### config.mk
export PLATFORM = sky130hd
export DESIGN_NAME = stream_arb_mux
export DESIGN_NICKNAME = d
export VERILOG_FILES = /design/src/rtl/stream_arb_pkg.sv /design/src/rtl/arb_pick.sv /design/src/rtl/stream_arb_mux.sv
export SDC_FILE = /design/constraint.sdc
export NUM_CORES = 1
export LEC_CHECK = 0
export ABC_CLOCK_PERIOD_IN_PS = 3200
export BUFFER_PORTS_ARGS = -buffer_cell sky130_fd_sc_hd__buf_2
export CORE_MARGIN = 2
export CORE_UTILIZATION = 28
export CTS_CLUSTER_SIZE = 28
export DETAILED_ROUTE_END_ITERATION = 7
export GPL_TIMING_DRIVEN = 0
export PLACE_DENSITY = 0.67
export REMOVE_ABC_BUFFERS = 1
export SKIP_LAST_GASP = 1
export SYNTH_ARGS = -nofsm -noshare
export SYNTH_HDL_FRONTEND = slang
export SYNTH_HIERARCHICAL = 1
export SYNTH_SLANG_ARGS = --single-unit
export TNS_END_PERCENT = 100
### constraint.sdc
create_clock -name clk -period 3.2 [get_ports clk]
set_clock_uncertainty 0.05 [all_clocks]
set_input_delay 0.16 -clock clk [delete_from_list [all_inputs] [get_ports clk]]
set_output_delay 0.16 -clock clk [all_outputs]
set_load 0.01 [all_outputs]
### src/rtl/stream_arb_pkg.sv
// Shared types and limits for the stream arbiter/mux slice.
package stream_arb_pkg;

  typedef enum logic {EMPTY = 1'b0, FULL = 1'b1} state_t;

  localparam int MAX_CH = 16;

endpackage

### src/rtl/arb_pick.sv
// Combinational winner search: first requester at or above ptr, wrapping.
module arb_pick #(
  parameter int NUM_CH    = 4,
  parameter int SEL_WIDTH = $clog2(NUM_CH)
) (
  input  logic [NUM_CH-1:0]    req,
  input  logic [SEL_WIDTH-1:0] ptr,
  output logic [NUM_CH-1:0]    gnt,
  output logic [SEL_WIDTH-1:0] idx,
  output logic                 any
);

  // One extra bit so ptr+offset never overflows before the wrap compare.
  logic [SEL_WIDTH:0]   sum;
  logic [SEL_WIDTH-1:0] c;

  always_comb begin
    gnt = '0;
    idx = '0;
    any = 1'b0;
    sum = '0;
    c   = '0;
    for (int i = 0; i < NUM_CH; i++) begin
      sum = {1'b0, ptr} + (SEL_WIDTH+1)'(i);
      if (sum >= (SEL_WIDTH+1)'(NUM_CH))
        sum = sum - (SEL_WIDTH+1)'(NUM_CH);
      c = sum[SEL_WIDTH-1:0];
      if (!any && req[c]) begin
        gnt[c] = 1'b1;
        idx    = c;
        any    = 1'b1;
      end
    end
  end

endmodule

### src/rtl/stream_arb_mux.sv
// N-to-1 valid/ready stream mux with a one-word registered output stage.
// Define STREAM_ARB_MUX_RR_EN for round-robin; default is fixed lowest-index priority.
module stream_arb_mux
  import stream_arb_pkg::*;
#(
  parameter int NUM_CH     = 4,
  parameter int DATA_WIDTH = 32,
  localparam int SEL_WIDTH = $clog2(NUM_CH)
) (
  input  logic                  clk,
  input  logic                  rst,
  input  logic [NUM_CH-1:0]     in_valid,
  input  logic [DATA_WIDTH-1:0] in_data [NUM_CH],
  output logic [NUM_CH-1:0]     in_ready,
  output logic                  out_valid,
  output logic [DATA_WIDTH-1:0] out_data,
  output logic [SEL_WIDTH-1:0]  out_sel,
  input  logic                  out_ready
);

  if (NUM_CH < 2 || NUM_CH > MAX_CH) begin : g_bad_cfg
    $error("stream_arb_mux: NUM_CH out of range");
  end

  state_t               state;
  logic                 slot_free;
  logic [NUM_CH-1:0]    gnt;
  logic [SEL_WIDTH-1:0] idx;
  logic                 any;
  logic [SEL_WIDTH-1:0] ptr;

  arb_pick #(.NUM_CH(NUM_CH), .SEL_WIDTH(SEL_WIDTH)) u_pick (
    .req (in_valid),
    .ptr (ptr),
    .gnt (gnt),
    .idx (idx),
    .any (any)
  );

  assign slot_free = (state == EMPTY) | out_ready;
  assign in_ready  = (slot_free && !rst) ? gnt : '0;
  assign out_valid = (state == FULL);

  always_ff @(posedge clk) begin
    if (rst) begin
      state    <= EMPTY;
      out_data <= '0;
      out_sel  <= '0;
    end else if (slot_free) begin
      if (any) begin
        state    <= FULL;
        out_data <= in_data[idx];
        out_sel  <= idx;
      end else begin
        state <= EMPTY;
      end
    end
  end

`ifdef STREAM_ARB_MUX_RR_EN
  // Pointer moves just past the winner so it has lowest priority next time.
  always_ff @(posedge clk) begin
    if (rst)
      ptr <= '0;
    else if (slot_free && any)
      ptr <= (idx == SEL_WIDTH'(NUM_CH-1)) ? '0 : idx + 1'b1;
  end
`else
  assign ptr = '0;
`endif

endmodule

Word-level counts from Yosys, hierarchy flattened --
Index checks and enable logic that the tools add are counted. W data, S select, Z words.
Storage, ports and cells: bits in registers 35, latch bits 0, RAM bits 0, ROM bits 0, bits of input ports 135, memories 0
Cells by class: $add $sub $neg 0, multiply operators 0, divide/modulo/power cells 0, $lt $le $gt $ge 1, equal/unequal tests 0, shift operators 0, muxes and demuxes 16, bitwise logic cells 3, reductions and logical operators 9
Operator list (number):
- $bmux W32 S2 | 1
- $mux W32 | 2
- $mux W4 | 2
- $mux W1 | 7
- $mux W2 | 3
- $logic_and A1 B1 Y1 | 4
- $logic_not A1 Y1 | 4
- $ge A3 B3 Y1 const B | 1
- $mux W3 | 1
- $not A2 Y3 | 1
- $reduce_and A2 Y1 | 1
- $not A1 Y1 | 1
- $or A1 B1 Y1 | 1

Logic depth before layout (Yosys ltp) --
Gate-level depths: netlist of run 1.
depth in word-level cells 14, mapped depth 12, mapped depth without buffers 8

Cells and area by module --
The synthesis of run 1 kept the hierarchy.
Modules (own cells, without submodules):
- stream_arb_mux | times used 1, cells an instance 131, area each 1905.6 um2, sequential area each 700.7 um2
- arb_pick | times used 1, cells an instance 45, area each 421.7 um2, sequential area each 0.0 um2

Least setup slack after synthesis of run 1 --
Ideal clock, no wire load.
path kind input to register, start input port in_valid[0], end register out_data[0], library setup time 0.117 ns, arrival 2.143 ns, data required time 3.033 ns, path slack 0.890 ns, stages 7, path through mux4_2 -> clkbuf_1 -> o31ai_1 -> buf_6 -> buf_6 -> mux4_2 -> a22o_1
On the way: longest elaborated chain between the ends 14, elaborated cells on any way between the ends 18, classes of those cells mux: 10; bitwise: 1; reduce/logical: 7
Ends and longest elaborated chain:
- start: declaration | line stream_arb_mux.sv:12 | input logic [NUM_CH-1:0] in_valid,
- $mux W1 * | line arb_pick.sv:28 | if (!any && req[c]) begin
- $logic_not A1 Y1 | line arb_pick.sv:28
- $logic_and A1 B1 Y1 | line arb_pick.sv:28
- $mux W1 | line arb_pick.sv:28
- $logic_not A1 Y1 | line arb_pick.sv:28
- $logic_and A1 B1 Y1 | line arb_pick.sv:28
- $mux W1 | line arb_pick.sv:28
- $logic_not A1 Y1 | line arb_pick.sv:28
- $logic_and A1 B1 Y1 | line arb_pick.sv:28
- $mux W2 * | line arb_pick.sv:28
- named net idx[0] | line stream_arb_mux.sv:28 | logic [SEL_WIDTH-1:0] idx;
- $not A2 Y3 (not written as such) * | line stream_arb_mux.sv:52 | out_data <= in_data[idx];
- $bmux W32 S2 * | line stream_arb_mux.sv:52
- $mux W32 (not written as such) * (2 in series) | line stream_arb_mux.sv:52
- end signal: assignment | line stream_arb_mux.sv:52
- end: declaration | line stream_arb_mux.sv:16 | output logic [DATA_WIDTH-1:0] out_data,
Mark *: on every way through the listed nets, which the timed path passes. The rest lies on a longest branch. The select of a mux whose other input is x is not followed. A chain may end at the register's enable or synchronous reset.

Worst setup path after layout of run 1 --
start input port in_valid[0], end register out_data[21]
On the way: longest elaborated chain between the ends 14, elaborated cells on any way between the ends 18, classes of those cells mux: 10; bitwise: 1; reduce/logical: 7
Ends and longest elaborated chain (line):
- $mux W1 * | arb_pick.sv:28
- $logic_not A1 Y1 | arb_pick.sv:28
- $logic_and A1 B1 Y1 | arb_pick.sv:28
- $mux W1 * | arb_pick.sv:28
- $logic_not A1 Y1 | arb_pick.sv:28
- $logic_and A1 B1 Y1 | arb_pick.sv:28
- $mux W1 | arb_pick.sv:28
- $logic_not A1 Y1 | arb_pick.sv:28
- $logic_and A1 B1 Y1 | arb_pick.sv:28
- $mux W2 * | arb_pick.sv:28
- named net idx[1] | stream_arb_mux.sv:28
- $not A2 Y3 (not written as such) * | stream_arb_mux.sv:52
- $bmux W32 S2 * | stream_arb_mux.sv:52
- $mux W32 (not written as such) * (2 in series) | stream_arb_mux.sv:52
Marked as above.

==> run summary, run 1 <==
The flow ran to the end, and the final reports show no timing, DRC or antenna violations. For the number of distinct library cells after synthesis, the log shows 29. In this run the static leakage power is 1.67 nW. The tools report the part of the total power dissipated in the clock network as 0.218. The run gives 0.362 as the part of the power in registers. The setup-violating endpoint count in the final report is 0. The final critical delay including setup and external delays was 2.63 ns. For this run, the slowest stage of the critical path takes 0.87 ns.

The number of DRC violations after detailed-routing iteration 0 is 50. TritonCTS built the clock tree. The logs give 0 for the number of cells upsized or downsized after cts and 5 for the TritonCTS buffer count. The switching part of the total is 0.307, and the final number of max-transition violations is 0. The all-layer global routing usage was 0.152. The portion of the post-synthesis area used by sequential elements is 0.301. For this block, the via count after detailed routing is 2308.

Counting every instance in the synthesized netlist gives 176. The count of maximum capacitance violations is 0. Buffers placed on the I/O ports in this run total 173.

The H-tree level count was 2; the routed wire length was 7.24 mm. The overall die width was 95.2 µm. Number of placed instances, taps included: 452. The pin slew with the least headroom to its limit was 0.957 ns; the starting utilization of the core area was 0.286. The tools report the share of power burned in combinational logic as 0.420. The ratio of final minimum period to clock period was 0.820; the antenna cell count was 0.

Clock root buffer: clkbuf_8. Number of storage elements in the synthesis netlist: 35. The tools report the startpoint type of the worst setup path as an input pin. At the worst endpoint, the required time is 3.32 ns.

For the number of global-route vias before repair, the log shows 2201. The floorplan has 33 rows. The run gives 0.426 as the final standard cell utilization of the core.

Dividing the detail-routed wire length by the instance count gives 15.8 µm. Critical path arrival: 2.74 ns. The relative max-transition margin is 0.362, and the count of boundary I/O pins is 174. The number of flops mapped to enable cells by yosys is 0, and the internal power is 1.02 mW.

For this run, the top clock speed supported by timing is 381 MHz. The finished layout holds 459 standard cells, fillers aside. For the initial antenna violation count, the log shows 0. The clock transition time at the flip-flop clock pins of the worst setup and hold paths was 0.07 ns; the number of vias per cell was 5.03.

The power per cell area is 425 mW/mm², and the overall die area is 0.00906 mm². Compared with the post-synthesis result, the final layout area differs by 48.8%. CTS saw 35 sinks.

Prevailing post-synth register cell: dfxtp_1. The first global-routing pass estimated 10.6 mm of wire. The hold buffer count at CTS came out at 0. Entering global routing, the biggest net connects 34 pins. Summing every instance area after synthesis gives 0.00233 mm².

In this run the standard cell core region covers 0.00813 mm². The congestion estimate from routability-driven global placement came to 0.806. The worst setup path is of the in2reg kind. The peak fanout along the critical path is 33, and the final-report hold violation count is 0. Traced cell by cell, the critical path runs through buf_2 > mux4_2 > nor3_1 > a32o_2 > mux4_1 > a22o_1. The sort of element at the end of the critical path is a flip-flop. The share of cells above drive strength 1 was 0.627. The fraction of synthesis flops using an asynchronous set or reset pin works out to 0. For this run the aggregate overflow at the end of global routing stands at 0. The maximum clock path buffer count is 2.

The average instance area after synthesis was 13.2 µm². The path class of the tightest hold or removal check is in2reg. The clock reaches the later pin of the worst-skew pair after 0.28 ns. The first detailed-routing pass took 4 iterations. For this run, the post-layout net count is 494.

The analysis attributes to net switching a power of 0.452 mW. For the worst ir drop on vdd, the log shows 0.176 mV. Once detail routing completed, the nets flagged for antenna violations numbered 0. Setup repair after global routing left no endpoint under its margin. The die extent in y was 95.2 µm. Detailed placement finished with a half-perimeter wire length of 5.75 mm. Among all stages on the critical path, the largest delay is contributed by a32o_2.

The tools report the DRC violation count after routing as 0. Buffers added to address setup during post-CTS repair amount to 0. During synthesis, Yosys emitted a total of 6 warnings.
placed cells by master, fill, tap and decap left out, types with 2 or more instances in the layout:
master	count
nand3_1	2
inv_1	4
ha_1	5
mux2i_1	2
a22o_1	32
a22oi_1	8
nand2b_1	3
and2_1	4
clkbuf_8	6
buf_16	3
nor2b_1	2
dfxtp_1	35
conb_1	12
mux4_2	31
nor2_1	4
buf_2	173
mux4_1	5
a21oi_1	3
o21ai_0	7
power by group through the flow:
stage | combinational [mW] | clock, mW | sequential [mW]
after floorplan | 0.338 | 0 | 0.575
after detailed placement | 0.620 | 0 | 0.543
after global placement | 0.583 | 0 | 0.541
final | 0.617 | 0.321 | 0.533
after global routing | 0.667 | 0.352 | 0.541
after CTS | 0.624 | 0.336 | 0.533
cells by family after synthesis:
family,after synthesis,share of synthesized area
simple gates,20,0.0581
fa+ha+maj,5,0.0269
mux,39,0.370
compound gates,55,0.184
other cells,1,0.00161
flops,35,0.301
buf+inv,21,0.0581
final timing paths:
path / from / end / slack [ns] / depth (start not counted)
max reg2reg: out_valid / out_data[13] / 1.54 / 3
min reg2reg: out_data[26] / out_data[26] / 0.42 / 1
min: rst / out_sel[1] / 0.13 / 2
max: in_valid[0] / out_data[21] / 0.57 / 6
stage by stage:
step           power (mW)  TNS [ns]  setup slack, ns  hold slack [ns]  cell area (µm²)
2_1_floorplan       0.913    -94.02            -2.95            0.179             2250
3_3_place_gp         1.12   -148.66            -4.73            0.368             3250
3_5_place_dp         1.16         0            0.264            0.405             3380
4_1_cts              1.49         0            0.571            0.121             3460
5_1_grt              1.56         0            0.480            0.128             3460
6_report             1.47         0            0.575            0.133             3460
worst max-delay path, delay by kind of cell:
family / cells / cell delay [ns]
AO/OA/AOI/OAI: 2 / 1.12
buffers and inverters: 1 / 0.12
AND/OR/NAND/NOR: 1 / 0.30
multiplexers: 2 / 1.03
cell usage after synthesis (2+ instances only):
cell type / instances / area share
nor2b_1: 2 / 0.0054
mux4_1: 5 / 0.056
buf_6: 6 / 0.029
mux4_2: 31 / 0.30
a22oi_1: 8 / 0.026
dfxtp_1: 35 / 0.30
inv_1: 4 / 0.0064
nand2b_1: 3 / 0.0081
o21ai_0: 7 / 0.015
nand3_1: 2 / 0.0043
and2_1: 4 / 0.011
ha_1: 5 / 0.027
buf_2: 9 / 0.019
a21oi_1: 4 / 0.0086
a22o_1: 32 / 0.12
clkbuf_1: 2 / 0.0032
nor2_1: 4 / 0.0064
mux2i_1: 2 / 0.0086
routing by layer:
layer,track usage,part of all wire,vias to the layer above
li1,-,-,1079
met3,0.0348,0.095,5
met1,0.178,0.38,1115
met2,0.273,0.52,109
met5,0,0,-
met4,0.0459,0.011,0
registers in the layout (all words and copies together), names as in the netlist:
signal	cells
out_valid	1
out_data	32
out_sel	2
final cells by class:
class	instances	area [µm²]
fill	799	4670
multi-input combinational	131	1570
timing repair buffer	177	963
sequential	35	701
tap	105	131
clock buffer	6	82.6
inverter	4	15.0
clock inverter	1	5.00
Note: power is estimated with default switching activity, not from simulation.
==> run 2, diff against run 1 <==
Settings changed: ABC_CLOCK_PERIOD_IN_PS 3200 to 2500.
Clock period 3.2 ns to 2.5 ns, I/O delays scaled along.
==> run summary, run 2 (synthesized netlist as in run 1, its figures left out) <==
The total of buffers placed on input and output ports is 173 (unchanged). The setup-violating endpoint count in the final report is 0 (unchanged), and the pin slew with the least headroom to its limit is 0.913 ns (-0.0435 ns). The reg2reg setup slack was 0.84 ns (-0.70 ns).

The all-layer global routing usage was 0.152 (unchanged). The logs give 5 (unchanged) for the TritonCTS buffer count and 0 (unchanged) for the residual overflow from global routing. The area overhead of the layout relative to synthesis works out to 49.1%.

The final worst-path setup slack came out at 0.129 ns (-0.446 ns). The final standard cell utilization of the core is 0.427 (+0.000769), and the overall die area is 0.00906 mm² (unchanged). For the standby leakage power, the log shows 1.67 nW (-0.30%).

The share of cells above drive strength 1 was 0.630 (+0.00282); the count of clock tree sinks was 35 (unchanged). The count of boundary I/O pins came out at 174 (unchanged). Setup repair after global routing left no endpoint under its margin.

The tools report the count of maximum capacitance violations as 0 (unchanged). The worst setup path is captured at a flip-flop. The final number of max-transition violations was 0 (unchanged); the maximum clock path buffer count was 2 (unchanged). The average wire per cell in the routed design is 15.7 µm (-0.17%). The tools report the placeable core region as 0.00813 mm² (unchanged).

The number of global-route vias before repair came out at 2201 (unchanged). The clock root buffer is clkbuf_8. The critical path arrival came out at 2.49 ns (-0.25 ns). The peak fanout along the critical path is 12 (-64%). The relative max-transition margin is 0.390 (+0.0277). TritonCTS built the clock tree. The global-route wire length before repair was 10.6 mm (unchanged).

The weighted congestion reported at the end of routability-driven placement was 0.806 (unchanged). The number of DRC violations after detailed-routing iteration 0 is 45 (-10%). The path class of the lowest-slack min-delay path was in2reg. The worst slack at placement is -0.401 ns (-0.665 ns). The routed wire length is 7.22 mm (-0.17%). The run gives 494 (unchanged) as the number of nets in the layout. The number of placed instances, taps included is 452 (unchanged), and the number of vias per cell is 5.02 (about the same).

The clock insertion delay at the later pin of the skew report came out at 0.28 ns (about the same). The die extent in y was 95.2 µm (unchanged). The H-tree level count was 2 (unchanged); the required time of the worst setup path was 2.62 ns (-0.70 ns).

The tools report the starting utilization of the core area as 0.286 (unchanged). The overall die width is 95.2 µm (unchanged), and the initial antenna violation count is 0 (unchanged). The tools report the number of setup buffers added after CTS as 0 (unchanged). The achievable frequency is 422 MHz. The final critical delay including setup and external delays was 2.37 ns; the number of vias in the routed layout was 2306 (-0.087%). Clock transition time at the flip-flop clock pins of the worst setup and hold paths: 0.07 ns (about the same). The startpoint type of the worst setup path was an input pin. The logs give 0 (unchanged) for the antenna cell count and 459 (unchanged) for the number of cells in the finished layout apart from fillers. The worst ir drop on vdd is 0.225 mV (+28%), and the count of antenna-violating nets left after detailed routing is 0 (unchanged). For the final total power, the log shows 1.89 mW (+28%). The floorplan row count was 33 (unchanged); the final-report hold violation count was 0 (unchanged). The logs give 0.0967 ns (-0.0360 ns) for the smallest hold slack and 34 (unchanged) for the largest net degree at the start of global routing. The worst setup path is of the in2reg kind. For the DRC violation count after routing, the log shows 0 (unchanged). The run finished with clean final reports. Register with the highest flop count: out_data.

The flip-flop count of the largest register, all copies and words added came out at 32 (unchanged). Ratio of final minimum period to clock period: 0.948. The library cells used most frequently in the layout, excluding fill and tap cells, are buf_2, dfxtp_1, a22o_1, mux4_2, conb_1. The power per cell area is 544 mW/mm² (+28%), and the sum of net half-perimeters after detailed placement is 5.75 mm (unchanged). First-pass iteration count of the detailed router: 4 (unchanged). The library cell used most frequently in the layout, excluding fill and tap cells, is buf_2.
## run 2: cell counts in the layout (fill, tap and decap cells not counted)
No cell type changed its count.
## run 2: timing repair
item	in CTS	in global routing
hold buffers	0	0
resized for setup	1	1
endpoints found under the setup margin	32	12
pin swaps	0	0
hold endpoints to repair	0	0
## run 2: final cells by class
cell class	count	area, µm²
clock buffers	6	82.6
clock inverters	1	5.00
fillers	798	4660
inverters	4	15.0
multi-input cells	131	1570
flip-flops and latches	35	701
well taps	105	131
repair buffers	177	963
## run 2: worst max-delay path: stages
cell	delay, ns
buf_2	0.13
mux4_2	0.53
nor2b_1	0.14
nor2_1	0.07
o31ai_4	0.21
buf_8	0.22
buf_16	0.17
buf_16	0.16
mux4_2	0.52
a22o_1	0.20
## run 2: per-layer routing
metal  vias up  global-route usage  wire [µm]
li1       1079                   -          -
met1      1108               0.178       2720
met2       114               0.273       3730
met3         5              0.0348        701
met4         0              0.0459         76
met5         -                   0          0
## run 2: power breakdown
group,leakage [nW],internal [mW],switching (mW)
clock,0.0470,0.216,0.195
sequential,0.290,0.643,0.0393
combinational,1.33,0.446,0.346
## run 2: through the flow
step	instance area, µm²	setup TNS (ns)
3_5_place_dp	3380	-11.05
5_1_grt	3470	0
3_3_place_gp	3250	-171.04
4_1_cts	3470	0
6_report	3470	0
2_1_floorplan	2250	-115.96
## run 2: path summary, 6_finish.rpt
check                                  start            to  cells after the start
worst max-delay path             in_valid[2]  out_data[31]                     10
worst max register to register     out_valid  out_data[13]                      3
worst min register to register  out_data[26]  out_data[26]                      1
worst min-delay path                     rst    out_sel[1]                      2
